### config.mk
export PLATFORM = sky130hd
export DESIGN_NAME = if_id_skid
export DESIGN_NICKNAME = d
export VERILOG_FILES = /design/src/rtl/if_id_skid.sv
export SDC_FILE = /design/constraint.sdc
export NUM_CORES = 1
export LEC_CHECK = 0
export CORE_UTILIZATION = 50
export CTS_CLUSTER_DIAMETER = 50
export DETAILED_ROUTE_END_ITERATION = 8
export PLACE_DENSITY = 0.9
export SETUP_SLACK_MARGIN = 0.15
export SLEW_MARGIN = 20
export SYNTH_ARGS = -nofsm -noshare
export SYNTH_HDL_FRONTEND = slang
export SYNTH_SLANG_ARGS = --single-unit
export TNS_END_PERCENT = 30
### constraint.sdc
create_clock -name clk -period 1.9 [get_ports clk]
set_input_delay 0.475 -clock clk [delete_from_list [all_inputs] [get_ports clk]]
set_output_delay 0.475 -clock clk [all_outputs]
set_load 0.01 [all_outputs]
### src/rtl/if_id_skid.sv
// IF/ID pipeline stage with a 2-entry skid buffer: registered in_ready, redirect flush,
// occupancy report and a saturating stall counter.
module if_id_skid #(
   parameter int                ADDR_W   = 32,
   parameter int                DATA_W   = 32,
   parameter logic [DATA_W-1:0] NOP_INST = {DATA_W{1'b0}},
   parameter int                CNT_W    = 16
) (
   input  logic              clk,
   input  logic              rst,
   input  logic              flush,
   input  logic              in_valid,
   output logic              in_ready,
   input  logic [ADDR_W-1:0] in_pc,
   input  logic [DATA_W-1:0] in_inst,
   output logic              out_valid,
   input  logic              out_ready,
   output logic [ADDR_W-1:0] out_pc,
   output logic [DATA_W-1:0] out_inst,
   output logic [1:0]        occupancy,
   output logic [CNT_W-1:0]  stall_cnt
);

   typedef enum logic [1:0] {
      EMPTY = 2'd0,
      ONE   = 2'd1,
      FULL  = 2'd2
   } state_t;

   localparam logic [ADDR_W-1:0] PC_ZERO = {ADDR_W{1'b0}};
   localparam logic [CNT_W-1:0]  CNT_MAX = {CNT_W{1'b1}};
   localparam logic [CNT_W-1:0]  CNT_ONE = {{(CNT_W-1){1'b0}}, 1'b1};

   state_t            state_r, state_nxt_s;
   logic              push_s, pop_s;
   logic [ADDR_W-1:0] main_pc_r, main_pc_nxt_s, skid_pc_r, skid_pc_nxt_s;
   logic [DATA_W-1:0] main_inst_r, main_inst_nxt_s, skid_inst_r, skid_inst_nxt_s;
   logic              out_valid_r, out_valid_nxt_s, in_ready_r, in_ready_nxt_s;
   logic [1:0]        occupancy_r, occupancy_nxt_s;
   logic [CNT_W-1:0]  stall_cnt_r;

   assign push_s = in_valid && in_ready_r;
   assign pop_s  = out_valid_r && out_ready;

   // State register
   always_ff @(posedge clk) begin
      if (rst) begin
         state_r <= EMPTY;
      end else begin
         state_r <= state_nxt_s;
      end
   end

   // Next-state logic; flush wins over both handshakes
   always_comb begin
      state_nxt_s = state_r;
      if (flush) begin
         state_nxt_s = EMPTY;
      end else begin
         case (state_r)
            EMPTY: begin
               if (push_s) state_nxt_s = ONE;
               else        state_nxt_s = EMPTY;
            end
            ONE: begin
               if (push_s && !pop_s)      state_nxt_s = FULL;
               else if (!push_s && pop_s) state_nxt_s = EMPTY;
               else                       state_nxt_s = ONE;
            end
            FULL: begin
               if (pop_s) state_nxt_s = ONE;
               else       state_nxt_s = FULL;
            end
            default: state_nxt_s = EMPTY;
         endcase
      end
   end

   // Output/datapath logic; an emptied main slot is loaded with bubble values so out_* need no mux
   always_comb begin
      main_pc_nxt_s   = main_pc_r;
      main_inst_nxt_s = main_inst_r;
      skid_pc_nxt_s   = skid_pc_r;
      skid_inst_nxt_s = skid_inst_r;
      if (flush) begin
         main_pc_nxt_s   = PC_ZERO;
         main_inst_nxt_s = NOP_INST;
         skid_pc_nxt_s   = PC_ZERO;
         skid_inst_nxt_s = NOP_INST;
      end else begin
         case (state_r)
            EMPTY: begin
               if (push_s) begin
                  main_pc_nxt_s   = in_pc;
                  main_inst_nxt_s = in_inst;
               end else begin
                  main_pc_nxt_s   = main_pc_r;
                  main_inst_nxt_s = main_inst_r;
               end
            end
            ONE: begin
               if (push_s && pop_s) begin
                  main_pc_nxt_s   = in_pc;
                  main_inst_nxt_s = in_inst;
               end else if (push_s) begin
                  skid_pc_nxt_s   = in_pc;
                  skid_inst_nxt_s = in_inst;
               end else if (pop_s) begin
                  main_pc_nxt_s   = PC_ZERO;
                  main_inst_nxt_s = NOP_INST;
               end else begin
                  main_pc_nxt_s   = main_pc_r;
                  main_inst_nxt_s = main_inst_r;
               end
            end
            FULL: begin
               if (pop_s) begin
                  main_pc_nxt_s   = skid_pc_r;
                  main_inst_nxt_s = skid_inst_r;
                  skid_pc_nxt_s   = PC_ZERO;
                  skid_inst_nxt_s = NOP_INST;
               end else begin
                  main_pc_nxt_s   = main_pc_r;
                  main_inst_nxt_s = main_inst_r;
               end
            end
            default: begin
               main_pc_nxt_s   = PC_ZERO;
               main_inst_nxt_s = NOP_INST;
               skid_pc_nxt_s   = PC_ZERO;
               skid_inst_nxt_s = NOP_INST;
            end
         endcase
      end

      out_valid_nxt_s = (state_nxt_s != EMPTY);
      in_ready_nxt_s  = (state_nxt_s != FULL);
      case (state_nxt_s)
         EMPTY:   occupancy_nxt_s = 2'd0;
         ONE:     occupancy_nxt_s = 2'd1;
         FULL:    occupancy_nxt_s = 2'd2;
         default: occupancy_nxt_s = 2'd0;
      endcase
   end

   // Payload and handshake flag registers
   always_ff @(posedge clk) begin
      if (rst) begin
         main_pc_r   <= PC_ZERO;
         main_inst_r <= NOP_INST;
         skid_pc_r   <= PC_ZERO;
         skid_inst_r <= NOP_INST;
         out_valid_r <= 1'b0;
         in_ready_r  <= 1'b1;
         occupancy_r <= 2'd0;
      end else begin
         main_pc_r   <= main_pc_nxt_s;
         main_inst_r <= main_inst_nxt_s;
         skid_pc_r   <= skid_pc_nxt_s;
         skid_inst_r <= skid_inst_nxt_s;
         out_valid_r <= out_valid_nxt_s;
         in_ready_r  <= in_ready_nxt_s;
         occupancy_r <= occupancy_nxt_s;
      end
   end

   // Saturating stall counter; survives flush, cleared only by rst
   always_ff @(posedge clk) begin
      if (rst) begin
         stall_cnt_r <= {CNT_W{1'b0}};
      end else if (out_valid_r && !out_ready && (stall_cnt_r != CNT_MAX)) begin
         stall_cnt_r <= stall_cnt_r + CNT_ONE;
      end else begin
         stall_cnt_r <= stall_cnt_r;
      end
   end

   assign in_ready  = in_ready_r;
   assign out_valid = out_valid_r;
   assign out_pc    = main_pc_r;
   assign out_inst  = main_inst_r;
   assign occupancy = occupancy_r;
   assign stall_cnt = stall_cnt_r;

endmodule

==> impl_metrics.csv, run 1 <==
group,metric,value,unit
finish,final_cell_utilization_of_the_core,73.6,%
sta,timing.slew.headroom,59.8,%
clock_network,cts.htree.levels,4,
setup_path,crit_chain,"clkdlybuf4s50_1",
setup_path,regToRegStartpoint,"stall_cnt[0]",
sta,achievable-frequency,558,MHz
clock_network,numCtsBuffers,17,
logic_synthesis,synth_top_area_share,47.6,%
finish,drive_gt1_share,13.1,%
setup_path,critical_path_start_type,"register",
logic_synthesis,synth.lib_cells_used.distinct,47,
setup_path,worst_path_max_delay_cell,"sky130_fd_sc_hd__clkdlybuf4s50_1",
setup_path,critical_path_class,"register to primary output",
place,minimum_setup_slack_after_placement,-0.268,ns
setup_path,critical_path_required,1.42,ns
setup_path,regToRegSetupSlack,0.17,ns
clock_network,cts_buffer_depth,2,
setup_path,cp.arrival,1.32,ns
pwr,power.ir.vdd_worst,0.661,mV
routing,vias_after_detailed_routing,6424,
finish,finalInstanceArea,8950,sq um
logic_synthesis,synthesized_netlist_net_count,787,
logic_synthesis,synth_ff_type,"sky130_fd_sc_hd__dfxtp_1",
sta,worst_setup_slack_after_layout,0.108,ns
logic_synthesis,postSynthRegisterBits,150,
routing,detail_route.wl_per_cell,18.4,um
setup_path,crit_path_max_incr_delay,0.55,ns
global_routing,grt-ovfl-total,0,
finish,fin_nets,935,
place,io_buffer_count,152,
die,floorplan.rows,40,
sta,layout_min_cycle_time,1.79,ns
finish,area_delta_synth_final,41.9,%
finish,n_antenna_cell,0,
sta,worstMarginPinSlew,0.603,ns
global_routing,track_usage,29.4,%
routing,detailed_routing_iterations_pass_1,7,
place,final_replace_weighted_congestion,0.847,
finish,layout_commonest_cell,"sky130_fd_sc_hd__dfxtp_1",
finish,most-common-layout-cells,"136 x sky130_fd_sc_hd__dfxtp_1, 116 x sky130_fd_sc_hd__clkdlybuf4s50_1, 112 x sky130_fd_sc_hd__a21oi_1",
die,io_pins,153,
global_routing,antenna_found_initial,0,
sta,timing.clock.skew,0.00429,ns
setup_path,worst-path-max-fanout,2,
clock_network,clk_root_buffer_cell,"sky130_fd_sc_hd__clkbuf_16",
sta,post-route-period-util,94.3,%
logic_synthesis,ys_warn_count,0,
sta,setup_viol,0,
routing,route.detailed.drc,0,
min_path,whs_path_depth,2,
die,coreArea,12200,sq um
clock_network,clkLatencyLatePin,0.42,ns
setup_path,critical_path_buf_inv_count,1,
logic_synthesis,seq_area_frac_synth,47.6,%
pwr,power.density_cell_area,891,nW/um^2
logic_synthesis,synth.cell_area,6310,sq um
setup_path,cp_num_cells,1,
die,fp.dieW,114,um
logic_synthesis,synth_area_leader_cell,"sky130_fd_sc_hd__dfxtp_1",
place,detailed_place.area,8250,sq um
logic_synthesis,post_synth_edffs,0,
flow_run,max_cap_violations,0,
clock_network,tritoncts,"built",
sta,grt_setup_unrepaired,"yes",
min_path,hold-path-endpoint,"skid_inst_r[4]",
min_path,hold_class,"register to register",
sta,fin_worst_hold_slack,0.471,ns
routing,avgViaCountPerCell,6.15,
logic_synthesis,asyncSetResetFlopFracSynth,0,%
setup_path,worstReg2RegEnd,"stall_cnt[10]",
min_path,min-delay-start,"skid_inst_r[4]",
clock_network,numClockSinks,150,
logic_synthesis,netlist_instances,717,
logic_synthesis,post_synth_main_area_contributors,"sky130_fd_sc_hd__dfxtp_1 48%, sky130_fd_sc_hd__a21oi_1 9.0%, sky130_fd_sc_hd__nand4b_1 8.9%",
status,outcome,"complete, no violations",
setup_path,critical-path-top-delay-family,"buffers and inverters",
setup_path,rr_worst_depth,6,
die,die-area,13100,sq um
clock_network,clkTransAtPathRegs,0.06,ns
finish,layout.filler_cells,884,
die,die_h,114,um
routing,drt.antenna.violating_nets,0,
logic_synthesis,syn-mean-instance-area,8.80,sq um
sta,hold_violations,0,
routing,drt_wl_total,19.3,mm
setup_path,cp-end-kind,"primary output",
global_routing,grt_max_degree,54,
sta,slew_limit_fails,0,
pwr,cellLeakagePower,3.32,nW
routing,drt_iter0_drcs,705,
die,initial_core_util,51.9,%
global_routing,first_global_vias,6047,
place,post-dp-hpwl,11.8,mm
global_routing,grt_pass1_wl,30.5,mm
synth_stat cells (3+ instances only):
master                     instances
sky130_fd_sc_hd__clkbuf_1         52
sky130_fd_sc_hd__nor2b_1           4
sky130_fd_sc_hd__or4_1             4
sky130_fd_sc_hd__o21ai_0          96
sky130_fd_sc_hd__nand2_1           6
sky130_fd_sc_hd__or3_1             5
sky130_fd_sc_hd__nor2_1           71
sky130_fd_sc_hd__dfxtp_1         150
sky130_fd_sc_hd__nor4_1            3
sky130_fd_sc_hd__a22oi_1          38
sky130_fd_sc_hd__nand3_1           4
sky130_fd_sc_hd__a221oi_1         27
sky130_fd_sc_hd__nand4b_1         64
sky130_fd_sc_hd__buf_6             4
sky130_fd_sc_hd__buf_2            16
sky130_fd_sc_hd__nand2b_1          3
sky130_fd_sc_hd__and2_1            4
sky130_fd_sc_hd__nor3_1            5
sky130_fd_sc_hd__a21oi_1         113
sky130_fd_sc_hd__o31ai_1           3
sky130_fd_sc_hd__nand4_1           8
sky130_fd_sc_hd__and4_1            3
sky130_fd_sc_hd__inv_1             4
worst register-to-register path: cells and delay by family, from the launching register on:
family                     cells  cell delay (ns)
AOI/OAI and AO/OA              2             0.33
buffers and inverters          1             0.19
and+or+nand+nor                2             0.58
DFF                            1             0.38
adders and majority gates      1             0.18
stage by stage:
stage	TNS, ns	power (mW)	std cells
floorplan	0	3.90	717
global placement	-21.79	4.52	1010
detailed placement	-28.73	4.53	1010
CTS	0	8.00	1044
global route	0	8.25	1045
finish	0	7.97	1045
cells by family after synthesis:
family / count (synthesis) / synth area share [%]
flops: 150 / 47.6
xor+xnor: 2 / 0.278
fa+ha+maj: 1 / 0.198
simple gates: 191 / 18.6
mux: 3 / 0.496
compound gates: 291 / 27.2
buf+inv: 79 / 5.58
power breakdown:
| part | total, mW | internal (mW) | switching (mW) |
|---|---|---|---|
| Sequential | 3.34 | 3.27 | 0.0744 |
| Clock | 3.49 | 2.23 | 1.26 |
| Combinational | 1.14 | 0.553 | 0.590 |
registers in the layout, indices dropped and copies added, names as in the netlist:
register / flops
in_ready: 1
skid_pc_r: 32
state_r: 2
out_valid: 1
skid_inst_r: 32
out_inst: 32
out_pc: 32
occupancy: 2
stall_cnt: 16
per-layer routing:
metal	part of all wire (%)	global-route usage, %
met5	0	0
met4	2.1	10.8
met3	8.3	7.46
met2	49	48.6
met1	41	37.1
how the worst max path moves through the flow:
stage                        startpoint            end  slack [ns]
final                      out_inst[24]   out_inst[24]        0.11
after global routing       stall_cnt[0]  stall_cnt[10]        0.03
after CTS                 stall_cnt[11]  stall_cnt[11]        0.07
after detailed placement      out_ready   out_inst[30]       -0.27
after global placement        out_ready  stall_cnt[15]       -0.21
after floorplan            stall_cnt[0]   stall_cnt[4]        0.20
final cells by class:
cell class / count / area, sq um / share of cell area, %
well taps: 168 / 210 / 2.35
repair buffers: 204 / 2080 / 23.3
clock buffers: 23 / 498 / 5.56
multi-input cells: 488 / 3010 / 33.6
inverters: 4 / 15.0 / 0.168
clock inverters: 8 / 120 / 1.34
flip-flops and latches: 150 / 3020 / 33.7
what timing repair did:
action,4_1_cts,5_1_grt
hold buffers,0,0
resized for setup,36,18
setup buffers,3,1
endpoints found under the hold margin,0,0
endpoints found under the setup margin,88,152
pin swaps,0,1
(Power assumes the default switching activity.)
==> run 2: changes to the inputs <==
Settings changed: CORE_MARGIN set to 2.
==> run 2 against run 1 <==
Effect of this change:
- flip-flop and latch count unchanged
- final area up 0.85%
- worst hold slack is essentially flat
- critical path depth unchanged
- sequential share of layout area shrank 0.29 points
- combinational power about the same
- clock skew grew 0.0054 ns
- setup slack worse by 0.0084 ns
- die area increased by 3.5%
- final cell count grew 1.2%
- core utilization down 1.2 points
==> impl_metrics.csv, run 2 (synthesized netlist as in run 1, its figures left out) <==
group,metric,value,unit
status,outcome,"complete, no violations",
place,io_buffer_count,152,
place,place.detailed.instances,1020,
global_routing,grt_max_degree,50,
sta,timing.slew.headroom,69.2,%
sta,worstMarginPinSlew,0.462,ns
setup_path,cp.arrival,1.33,ns
sta,slew_limit_fails,0,
clock_network,holdBufCountCts,0,
global_routing,first_global_vias,6024,
finish,fin_nets,943,
global_routing,track_usage,27.7,%
setup_path,critical_path_buf_inv_count,1,
sta,achievable-frequency,555,MHz
routing,detail_route.wl_per_cell,18.6,um
flow_run,max_cap_violations,0,
global_routing,grt_pass1_wl,29.7,mm
finish,area_delta_synth_final,43.2,%
setup_path,worst-path-max-fanout,2,
min_path,hold_class,"register to register",
finish,final_cells,1058,
setup_path,cp-end-kind,"primary output",
setup_path,worst_path_max_delay_cell,"sky130_fd_sc_hd__clkdlybuf4s50_1",
die,die-area,13500,sq um
die,fp.dieW,116,um
die,io_pins,153,
routing,drt_wl_total,19.7,mm
place,post-dp-hpwl,11.8,mm
place,final_replace_weighted_congestion,0.871,
clock_network,tritoncts,"built",
finish,n_antenna_cell,0,
pwr,finalPower,7.91,mW
finish,drive_gt1_share,14.0,%
setup_path,crit_path_max_incr_delay,0.56,ns
global_routing,antenna_found_initial,0,
clock_network,clkTransAtPathRegs,0.06,ns
sta,layout_min_cycle_time,1.80,ns
routing,detailed_routing_iterations_pass_1,8,
routing,avgViaCountPerCell,6.19,
clock_network,clk_root_buffer_cell,"sky130_fd_sc_hd__clkbuf_16",
routing,vias_after_detailed_routing,6551,
sta,hold_violations,0,
finish,most-common-layout-cells,"136 x sky130_fd_sc_hd__dfxtp_1, 112 x sky130_fd_sc_hd__a21oi_1, 110 x sky130_fd_sc_hd__clkdlybuf4s50_1",
setup_path,critical-path-top-delay-family,"buffers and inverters",
pwr,power.density_cell_area,876,nW/um^2
routing,drt_iter0_drcs,765,
die,initial_core_util,50.6,%
sta,worst_setup_slack_after_layout,0.0991,ns
finish,layout_commonest_cell,"sky130_fd_sc_hd__dfxtp_1",
place,minimum_setup_slack_after_placement,-0.237,ns
setup_path,crit_chain,"clkdlybuf4s50_1",
sta,timing.clock.skew,0.00970,ns
clock_network,clkLatencyLatePin,0.43,ns
routing,route.detailed.drc,0,
clock_network,numClockSinks,150,
sta,setup_viol,0,
setup_path,critical_path_class,"register to primary output",
die,coreArea,12500,sq um
setup_path,critical_path_start_type,"register",
routing,drt.antenna.violating_nets,0,
die,die_h,116,um
die,floorplan.rows,41,
sta,grt_setup_unrepaired,"yes",
global_routing,grt-ovfl-total,0,
sta,fin_worst_hold_slack,0.471,ns
setup_path,critical_path_required,1.42,ns
clock_network,cts.htree.levels,4,
sta,post-route-period-util,94.8,%
pwr,power.ir.vdd_worst,0.584,mV
pwr,cellLeakagePower,3.41,nW
clock_network,numCtsBuffers,17,
clock_network,cts_buffer_depth,2,
run 2: cell types whose count changed in the layout (fill, tap and decap cells not counted), sizes merged, moves of 2 or more:
cell / change
buf: +5
clkdlybuf4s50: -6
dlygate4sd2: +3
clkinvlp: +4
dlymetal6s2s: +3
inv: +2
run 2: metal layers:
layer	share of wire [%]	global-route usage [%]	up-vias
met4	1.9	11.7	0
met5	0	0	-
met1	40	36.0	3132
li1	-	-	3009
met2	49	44.8	379
met3	9.2	5.97	31
run 2: report_power, final:
| part | internal, mW | switching [mW] |
|---|---|---|
| registers | 3.27 | 0.0664 |
| clock network | 2.01 | 1.39 |
| logic | 0.567 | 0.607 |
run 2: worst paths after layout:
check	startpoint	to	slack (ns)	cells after the start
worst min register to register	skid_pc_r[12]	skid_pc_r[12]	0.47	2
worst min-delay path	skid_pc_r[12]	skid_pc_r[12]	0.47	2
worst max register to register	stall_cnt[0]	stall_cnt[10]	0.21	6
worst max-delay path	out_inst[7]	out_inst[7]	0.1	1
run 2: area by class of cell:
type	count	area, sq um
fillers	925	3440
flip-flops and latches	150	3020
multi-input cells	488	2990
repair buffers	212	2190
clock buffers	19	453
well taps	172	215
clock inverters	13	149
inverters	4	15.0
run 2: metrics by stage:
step / TNS, ns / cell area [sq um] / utilization (%)
floorplan: 0 / 6310 / -
global placement: -21.98 / 8280 / 66.4
detailed placement: -25.61 / 8280 / 66.4
CTS: 0 / 8860 / 71.1
global route: 0 / 9030 / 72.4
finish: 0 / 9030 / 72.4
run 2: what timing repair did:
item	4_1_cts	5_1_grt
setup endpoints to repair	84	176
pin swaps	0	4
resized for setup	37	21
buffers inserted	0	3
gates cloned	0	3
endpoints found under the hold margin	0	0
==> run 3: changes to the inputs <==
Settings changed: TNS_END_PERCENT 30 to unset.
==> run 3 against run 2 <==
Effect of this change:
- non-clock buffer count stayed put
- sequential share of layout area is 0.43 points higher
- critical path depth is 1 higher
- core utilization is 0.91 points lower
- worst hold slack better by 0.0011 ns
- via count is 0.27% lower
- setup slack better by 0.098 ns
- die area stayed put
- clock power hardly changed
- total power is 0.70% lower
- highest routed layer unchanged
==> impl_metrics.csv, run 3 (synthesized netlist as in run 1, its figures left out) <==
group,metric,value,unit
clock_network,clkTransAtPathRegs,0.06,ns
finish,drive_gt1_share,14.0,%
clock_network,cts_buffer_depth,2,
sta,achievable-frequency,587,MHz
flow_run,max_cap_violations,0,
sta,fin_tns_setup,0,ns
die,die-area,13500,sq um
min_path,hold_class,"register to register",
place,post-dp-hpwl,11.8,mm
die,die_h,116,um
routing,detailed_routing_iterations_pass_1,7,
routing,drt_iter0_drcs,704,
sta,grt_setup_unrepaired,"yes",
die,fp.dieW,116,um
finish,final_cell_utilization_of_the_core,71.5,%
global_routing,grtUsageMet2,45.0,%
clock_network,tritoncts,"built",
sta,timing.slew.headroom,68.5,%
setup_path,critical_path_start_type,"register",
pwr,power.density_cell_area,881,nW/um^2
global_routing,track_usage,27.8,%
setup_path,critical_path_class,"register to primary output",
global_routing,grt_util_met1,35.8,%
sta,worstMarginPinSlew,0.473,ns
status,outcome,"complete, no violations",
routing,detail_route.wl_per_cell,18.6,um
global_routing,grt_pass1_wl,29.8,mm
sta,setup_viol,0,
finish,most-common-layout-cells,"136 x sky130_fd_sc_hd__dfxtp_1, 112 x sky130_fd_sc_hd__a21oi_1, 96 x sky130_fd_sc_hd__o21ai_0",
routing,avgViaCountPerCell,6.17,
setup_path,cp.arrival,1.23,ns
finish,area_delta_synth_final,41.3,%
routing,route.detailed.drc,0,
die,io_pins,153,
finish,fin_nets,943,
routing,drt_wl_total,19.7,mm
die,floorplan.rows,41,
clock_network,clk_root_buffer_cell,"sky130_fd_sc_hd__clkbuf_16",
routing,drt.antenna.violating_nets,0,
sta,slew_limit_fails,0,
clock_network,clkLatencyLatePin,0.43,ns
place,io_buffer_count,152,
finish,layout_commonest_cell,"sky130_fd_sc_hd__dfxtp_1",
routing,vias_after_detailed_routing,6533,
finish,layout.area.seq,3020,sq um
global_routing,gr-max-usage-layer,"met2",
global_routing,grtUsageMet3,6.07,%
global_routing,antenna_found_initial,0,
global_routing,grt_max_degree,50,
global_routing,first_global_vias,6030,
pwr,cellLeakagePower,3.38,nW
clock_network,numClockSinks,150,
sta,post-route-period-util,89.6,%
clock_network,holdBufCountCts,0,
setup_path,critical_path_required,1.42,ns
pwr,finalPower,7.85,mW
finish,layout.filler_cells,969,
setup_path,worst-path-max-fanout,6,
place,detailed_place.area,8280,sq um
place,final_replace_weighted_congestion,0.871,
clock_network,numCtsBuffers,17,
die,coreArea,12500,sq um
sta,timing.clock.skew,0.0103,ns
global_routing,grt-ovfl-total,0,
clock_network,cts.htree.levels,4,
pwr,power.ir.vdd_worst,0.636,mV
finish,multi_input_comb_area,2990,sq um
finish,n_antenna_cell,0,
sta,layout_min_cycle_time,1.70,ns
setup_path,cp-end-kind,"primary output",
sta,hold_violations,0,
die,initial_core_util,50.6,%
finish,finalInstanceArea,8910,sq um
run 3: cell types whose count changed in the layout (fill, tap and decap cells not counted), sizes merged:
| cell | before | now |
|---|---|---|
| dlygate4sd2 | 25 | 84 |
| clkdlybuf4s50 | 110 | 67 |
| dlymetal6s2s | 17 | 1 |
run 3: routing by layer:
layer | up-vias | share of wire (%)
li1 | 3008 | -
met1 | 3122 | 41
met2 | 366 | 49
met3 | 37 | 8.4
met4 | 0 | 1.9
met5 | - | 0
run 3: cell type report:
class / count / share of cell area [%]
inverters: 4 / 0.168
multi-input cells: 488 / 33.5
repair buffers: 212 / 23.2
clock inverters: 13 / 1.67
well taps: 172 / 2.41
clock buffers: 19 / 5.08
flip-flops and latches: 150 / 33.9
run 3: repair_timing:
action,4_1_cts,5_1_grt
endpoints found under the setup margin,84,117
buffers inserted,0,3
pin swaps,0,4
gates resized for setup,96,5
gates cloned,0,3
run 3: report_power, final:
part	switching, mW	total [mW]	leakage (nW)	internal (mW)
sequential	0.0637	3.33	1.23	3.27
combinational	0.606	1.12	1.88	0.511
clock	1.39	3.41	0.274	2.01
run 3: per-stage QoR:
stage / instances / hold slack (ns) / worst slack [ns]
6_report: 1058 / 0.473 / 0.197
5_1_grt: 1058 / 0.494 / 0.115
4_1_cts: 1052 / 0.472 / 0.151
3_5_place_dp: 1020 / 0.464 / -0.237
3_3_place_gp: 1020 / 0.457 / -0.193
2_1_floorplan: 717 / 0.449 / 0.201
run 3: critical path, cell delays in order, from the launching register on:
cell and delay, ns:
sky130_fd_sc_hd__dfxtp_1 0.36, sky130_fd_sc_hd__buf_4 0.15, sky130_fd_sc_hd__dlygate4sd2_1 0.29
run 3: final timing paths:
path	to	slack (ns)	startpoint	cells past startpoint
worst min register to register	skid_inst_r[4]	0.47	skid_inst_r[4]	2
worst max-delay path	out_valid	0.20	out_valid	2
worst max register to register	stall_cnt[10]	0.20	stall_cnt[0]	6
worst min-delay path	skid_inst_r[4]	0.47	skid_inst_r[4]	2
